$ cat config.mk
export PLATFORM = sky130hd
export DESIGN_NAME = word_feeder
export DESIGN_NICKNAME = d
export VERILOG_FILES = /design/src/rtl/feeder_pkg.sv /design/src/rtl/wait_timer.sv /design/src/rtl/word_feeder.sv
export SDC_FILE = /design/constraint.sdc
export NUM_CORES = 1
export LEC_CHECK = 0
export ABC_AREA = 1
export CORE_MARGIN = 2
export CORE_UTILIZATION = 55
export CTS_BUF_LIST = sky130_fd_sc_hd__clkbuf_8
export DETAILED_ROUTE_END_ITERATION = 10
export MAX_ROUTING_LAYER = met4
export PLACE_DENSITY = 0.93
export SYNTH_ARGS = -nofsm -noshare
export SYNTH_HDL_FRONTEND = slang
export SYNTH_SLANG_ARGS = --single-unit
export TNS_END_PERCENT = 50
$ cat constraint.sdc
create_clock -name clk -period 2.2 [get_ports clk]
set_input_delay 0.33 -clock clk [delete_from_list [all_inputs] [get_ports clk]]
set_output_delay 0.33 -clock clk [all_outputs]
set_load 0.05 [all_outputs]
$ cat src/rtl/feeder_pkg.sv
// feeder_pkg: shared state encoding and widths for the word feeder
package feeder_pkg;
  localparam int BYTE_W = 8;
  localparam int WORD_W = 16;
  typedef enum logic [1:0] {F_LOW, F_HIGH, F_LAUNCH, F_WAIT} feeder_state_t;
endpackage

$ cat src/rtl/wait_timer.sv
// wait_timer: 8-bit run timer flagging the last allowed wait cycle
module wait_timer #(
  parameter int TIMEOUT_CYCLES = 255
) (
  input  logic clk,
  input  logic reset,
  input  logic clear,
  input  logic en,
  output logic expired
);
  logic [7:0] count;
  // count wait cycles; clear wins over enable
  always_ff @(posedge clk or negedge reset)
    if (!reset) count <= '0;
    else if (clear) count <= '0;
    else if (en) count <= count + 8'd1;
  assign expired = count == 8'(TIMEOUT_CYCLES - 1);
endmodule

$ cat src/rtl/word_feeder.sv
// word_feeder: assembles bytes into 16-bit words and launches the detector FSM
module word_feeder
  import feeder_pkg::*;
#(
  parameter int TIMEOUT_CYCLES = 255
) (
  input  logic              clk,
  input  logic              reset,
  input  logic              in_valid,
  input  logic [BYTE_W-1:0] in_data,
  output logic              in_ready,
  output logic [WORD_W-1:0] d,
  output logic              start,
  input  logic              done,
  output logic              busy,
  output logic              word_done,
  output logic              timeout,
  output logic [7:0]        word_count
);
  feeder_state_t state, state_nx;
  logic xfer, expired, in_wait;
  assign in_wait = state == F_WAIT;
  assign in_ready = reset && (state == F_LOW || state == F_HIGH);
  assign xfer = in_valid && in_ready;
  assign start = state == F_LAUNCH;
  assign busy = state == F_LAUNCH || in_wait;
  wait_timer #(.TIMEOUT_CYCLES(TIMEOUT_CYCLES)) u_timer (
    .clk    (clk),
    .reset  (reset),
    .clear  (state == F_LAUNCH),
    .en     (in_wait && !done && !expired),
    .expired(expired)
  );
  // next state: bytes advance assembly, done beats the timer in wait
  always_comb begin
    state_nx = state;
    case (state)
      F_LOW:    state_nx = xfer ? F_HIGH : F_LOW;
      F_HIGH:   state_nx = xfer ? F_LAUNCH : F_HIGH;
      F_LAUNCH: state_nx = F_WAIT;
      F_WAIT:   state_nx = (done || expired) ? F_LOW : F_WAIT;
      default:  state_nx = F_LOW;
    endcase
  end
  // state register
  always_ff @(posedge clk or negedge reset)
    if (!reset) state <= F_LOW;
    else state <= state_nx;
  // word assembly; d only moves on byte transfers so it holds through the run
  always_ff @(posedge clk or negedge reset)
    if (!reset) d <= '0;
    else if (xfer) begin
      if (state == F_LOW) d[BYTE_W-1:0] <= in_data;
      else d[WORD_W-1:BYTE_W] <= in_data;
    end
  // completion/abort pulses and saturating word counter
  always_ff @(posedge clk or negedge reset)
    if (!reset) begin
      word_done <= 1'b0;
      timeout <= 1'b0;
      word_count <= '0;
    end else begin
      word_done <= in_wait && done;
      timeout <= in_wait && !done && expired;
      if (in_wait && done && word_count != 8'hFF) word_count <= word_count + 8'd1;
    end
endmodule

==> results by stage <==
Placed design:
- Input and output buffers added on the ports amount to 40.
- The global placer's final weighted congestion is 0.861.
- The sum of net half-perimeters after detailed placement is 2770 µm.
- The pre-CTS setup slack is 217 ps.

Setup path:
- The peak per-stage delay on the critical path is roughly 840 ps.
- Broken down by cell family, the worst path's largest delay share belongs to buffers and inverters.
- Data on the critical path arrives at its endpoint at 1580 ps.
- STA puts the critical path data required time at around 1900 ps.
- The worst flop-to-flop path startpoint is word_count[0].
- Traced cell by cell, the critical path runs through clkdlybuf4s50_1.
- The sum of buffers and inverters on the critical path is 1.
- The worst setup path is launched from a register.
- The first element of the critical path is state[1].
- The slowest stage of the critical path is the sky130_fd_sc_hd__clkdlybuf4s50_1 cell.
- The worst-path maximum fanout is 4.
- The nature of the critical path endpoint is an output pin.
- The critical setup path kind is register to output pin.

Global route:
- The first global-routing pass estimated ~6100 µm of wire.
- The total overflow left after global routing is 0.
- The number of antenna violations at the first check in global routing is 0.
- In the global route stage, overall resource usage came out at 23.6%.
- The via count of the first global-routing pass is 1417.
- The pin count of the biggest net entering global routing is 37.

Timing:
- The setup slack after layout is around 290 ps.
- The routed design could run at a clock period as short as 1910 ps.
- The slew of the pin with the lowest slew margin is 685 ps.
- Setup total negative slack on the finished layout was measured at 0 ps.
- Based on the critical path, the design can be clocked at up to 0.523 GHz.
- The setup violation total in the final timing report is 0.
- Across all hold checks on the routed design, the worst slack comes to 485 ps.
- The count of endpoints failing hold in the final timing report is 0.
- In the finished design, the share of the clock period the worst path needs comes to 86.9%.
- The max-slew violation count is 0.
- Measured against its own limit, the worst slew margin works out to 54.3%.
- The worst clock skew on the final layout is 3.30 ps.
- Setup repair after global routing left no endpoint under its margin.

Pwr:
- The share of total power in the clock network is 15.6%.
- In this run switching power makes up 47.3% of total power.
- The design draws slightly above 3000 µW.
- The maximum ir drop on the vdd rail is between 0.8 and 0.9 mV.
- The share of total power dissipated in sequential elements is 33.5%.
- In this run, the combinational gates consume 50.9% of the power.
- The power per unit of standard cell area is roughly 1300 nW/µm².
- The net switching power is approximately 1500 µW.
- The design internal power is 1630 µW.
- Summed over all cells, the static leakage comes to 0.00112 µW.

Yosys:
- The post-synth design cell area is 1760 µm².
- The number of flip-flops and latches in the synthesized netlist is 36.
- The post-synthesis sequential area ratio is 51.1%.
- The gate count after technology mapping is 205.
- The number of warnings reported in the yosys synthesis log is 0.
- The synthesized net count is 220.
- Dividing the synthesized area by the synthesized cell count gives 8.60 µm².
- The distinct cell type count after synthesis is 26.

Routing:
- For this block, the initial DRC count from the detailed router was 42.
- The number of search-and-repair iterations in the first detailed-routing pass is 4.
- The post-detailed-route wirelength per cell is about 13 µm.
- Wires add up to 3690 µm.
- The average via count per standard cell is between 4 and 5.
- The count of nets left with antenna violations once routing finished came out at 0.
- Summing over every cut layer, the via total after detailed routing is 1464.
- The remaining design rule violation count is 0.

Layout:
- The number of nets in the finished design is ~260.
- Fill cells in the final layout number 228.
- The number of antenna repair diodes is 0.
- From synthesis to final layout, the design area changed by 29.7%.
- Cells with a size suffix above 1 make up roughly 14% of the layout.

Hold path:
- In this run the most critical hold path is launched from d[13].
- The worst hold path belongs to the class register to register.

Clock network:
- The clock sink total is 36.
- The number of buffers on the longest clock path is 2.
- The root buffer cell is sky130_fd_sc_hd__clkbuf_8.
- TritonCTS built the clock tree.
- After clock tree synthesis, the clock-pin slew on the worst setup and hold paths is 70 ps.
- The total CTS buffers is 5.
- The number of H-tree levels is 2.
- The number of resized instances in the post-cts repair step is 0.
- The total of hold buffers inserted after clock tree synthesis is 0.
- The post-CTS setup buffer count is 0.
- The latest clock arrival within the worst-skew pair is 290 ps.

Floorplanning:
- 41 I/O pins were placed.
- The die width is 60.6 µm.
- For this configuration, the core starts out at a cell density of between 50% and 60%.
- The die covers 3670 µm².
- Row generation in the floorplan step produced 20 rows.
- In this run the standard cell core region covers 3050 µm².
- The height of the die is 60.6 µm.

Outcome:
- The flow ran to the end, and the final reports show no timing, DRC or antenna violations.

Job:
- The reported max-cap violation count is 0.
==> state kept, by name, indices dropped and copies added (netlist names) <==
register	count
word_done	1
u_timer.count	8
state	2
word_count	8
d	16
timeout	1
==> metrics by stage <==
step / instances / utilization, % / area, µm²
global placement: 286 / 71.8 / 2190
finish: 294 / 74.9 / 2290
detailed placement: 286 / 71.8 / 2190
CTS: 294 / 74.9 / 2290
global route: 294 / 74.9 / 2290
floorplan: 205 / - / 1760
==> path summary, 6_finish.rpt <==
| path | end | slack [ps] | cells after the start |
|---|---|---|---|
| max in group asynchronous | u_timer.count[5] | 1380 | 2 |
| worst max register to register | word_count[6] | 600 | 8 |
| worst min register to register | d[13] | 490 | 2 |
| worst max-delay path | busy | 290 | 1 |
| min in group asynchronous | d[15] | 510 | 2 |
| worst min-delay path | d[13] | 490 | 2 |
==> final cells by class <==
cell class	instances	area, µm²	area share (%)
clock buffers	6	82.6	3.61
clock inverters	2	11.3	0.492
inverters	25	93.8	4.10
multi-input cells	140	728	31.8
flip-flops and latches	36	901	39.4
well taps	44	55.1	2.41
repair buffers	41	415	18.2
==> cells by family after synthesis <==
group | after synthesis | share of synthesized area (%)
adders and majority gates | 3 | 2.13
buffers and inverters | 29 | 7.59
AOI/OAI and AO/OA | 21 | 8.59
DFF | 36 | 51.1
and+or+nand+nor | 108 | 26.6
xor gates and xnor gates | 8 | 3.97
==> placed cells by master (no fill, tap or decap), types with 3 or more instances in the layout <==
cell type,count
sky130_fd_sc_hd__nor2_1,12
sky130_fd_sc_hd__nand2_2,5
sky130_fd_sc_hd__o21ai_1,4
sky130_fd_sc_hd__o21ai_0,6
sky130_fd_sc_hd__inv_1,23
sky130_fd_sc_hd__nor2_2,3
sky130_fd_sc_hd__inv_2,3
sky130_fd_sc_hd__nand3_1,9
sky130_fd_sc_hd__clkdlybuf4s50_1,38
sky130_fd_sc_hd__dfrtp_1,36
sky130_fd_sc_hd__clkbuf_8,6
sky130_fd_sc_hd__xor2_1,6
sky130_fd_sc_hd__o21ai_2,8
sky130_fd_sc_hd__nand2_1,72
sky130_fd_sc_hd__ha_1,3
==> cell usage after synthesis, drive strengths merged <==
master	n	area share (%)
nor2	17	4.9
inv	25	5.3
o21ai	19	7.7
a21oi	1	0.50
nand2	77	17
xnor2	2	0.99
o22ai	1	0.36
or2	1	0.36
ha	3	2.1
dfrtp	36	51
nand3b	1	0.43
buf	3	2.1
xor2	6	3.0
nand4	2	0.71
clkbuf	1	0.21
nand3	10	3.1
==> routing by layer <==
layer  wire length [µm]  part of all wire (%)  up-vias  track usage (%)
li1                   -                     -      723                -
met1               1560                    42      690             26.2
met2               1790                    49       44             39.3
met3                266                   7.2        7             8.32
met4                 68                   1.8        0             8.70
met5                  0                     0        -                -
==> power by group through the flow <==
stage | combinational, µW | sequential [µW] | clock (µW)
CTS | 1590 | 1040 | 486
finish | 1570 | 1030 | 481
global placement | 1540 | 1030 | 0
global route | 1670 | 1060 | 513
floorplan | 479 | 1620 | 0
detailed placement | 1580 | 1040 | 0
No activity file was read; power rests on OpenSTA's default activity.
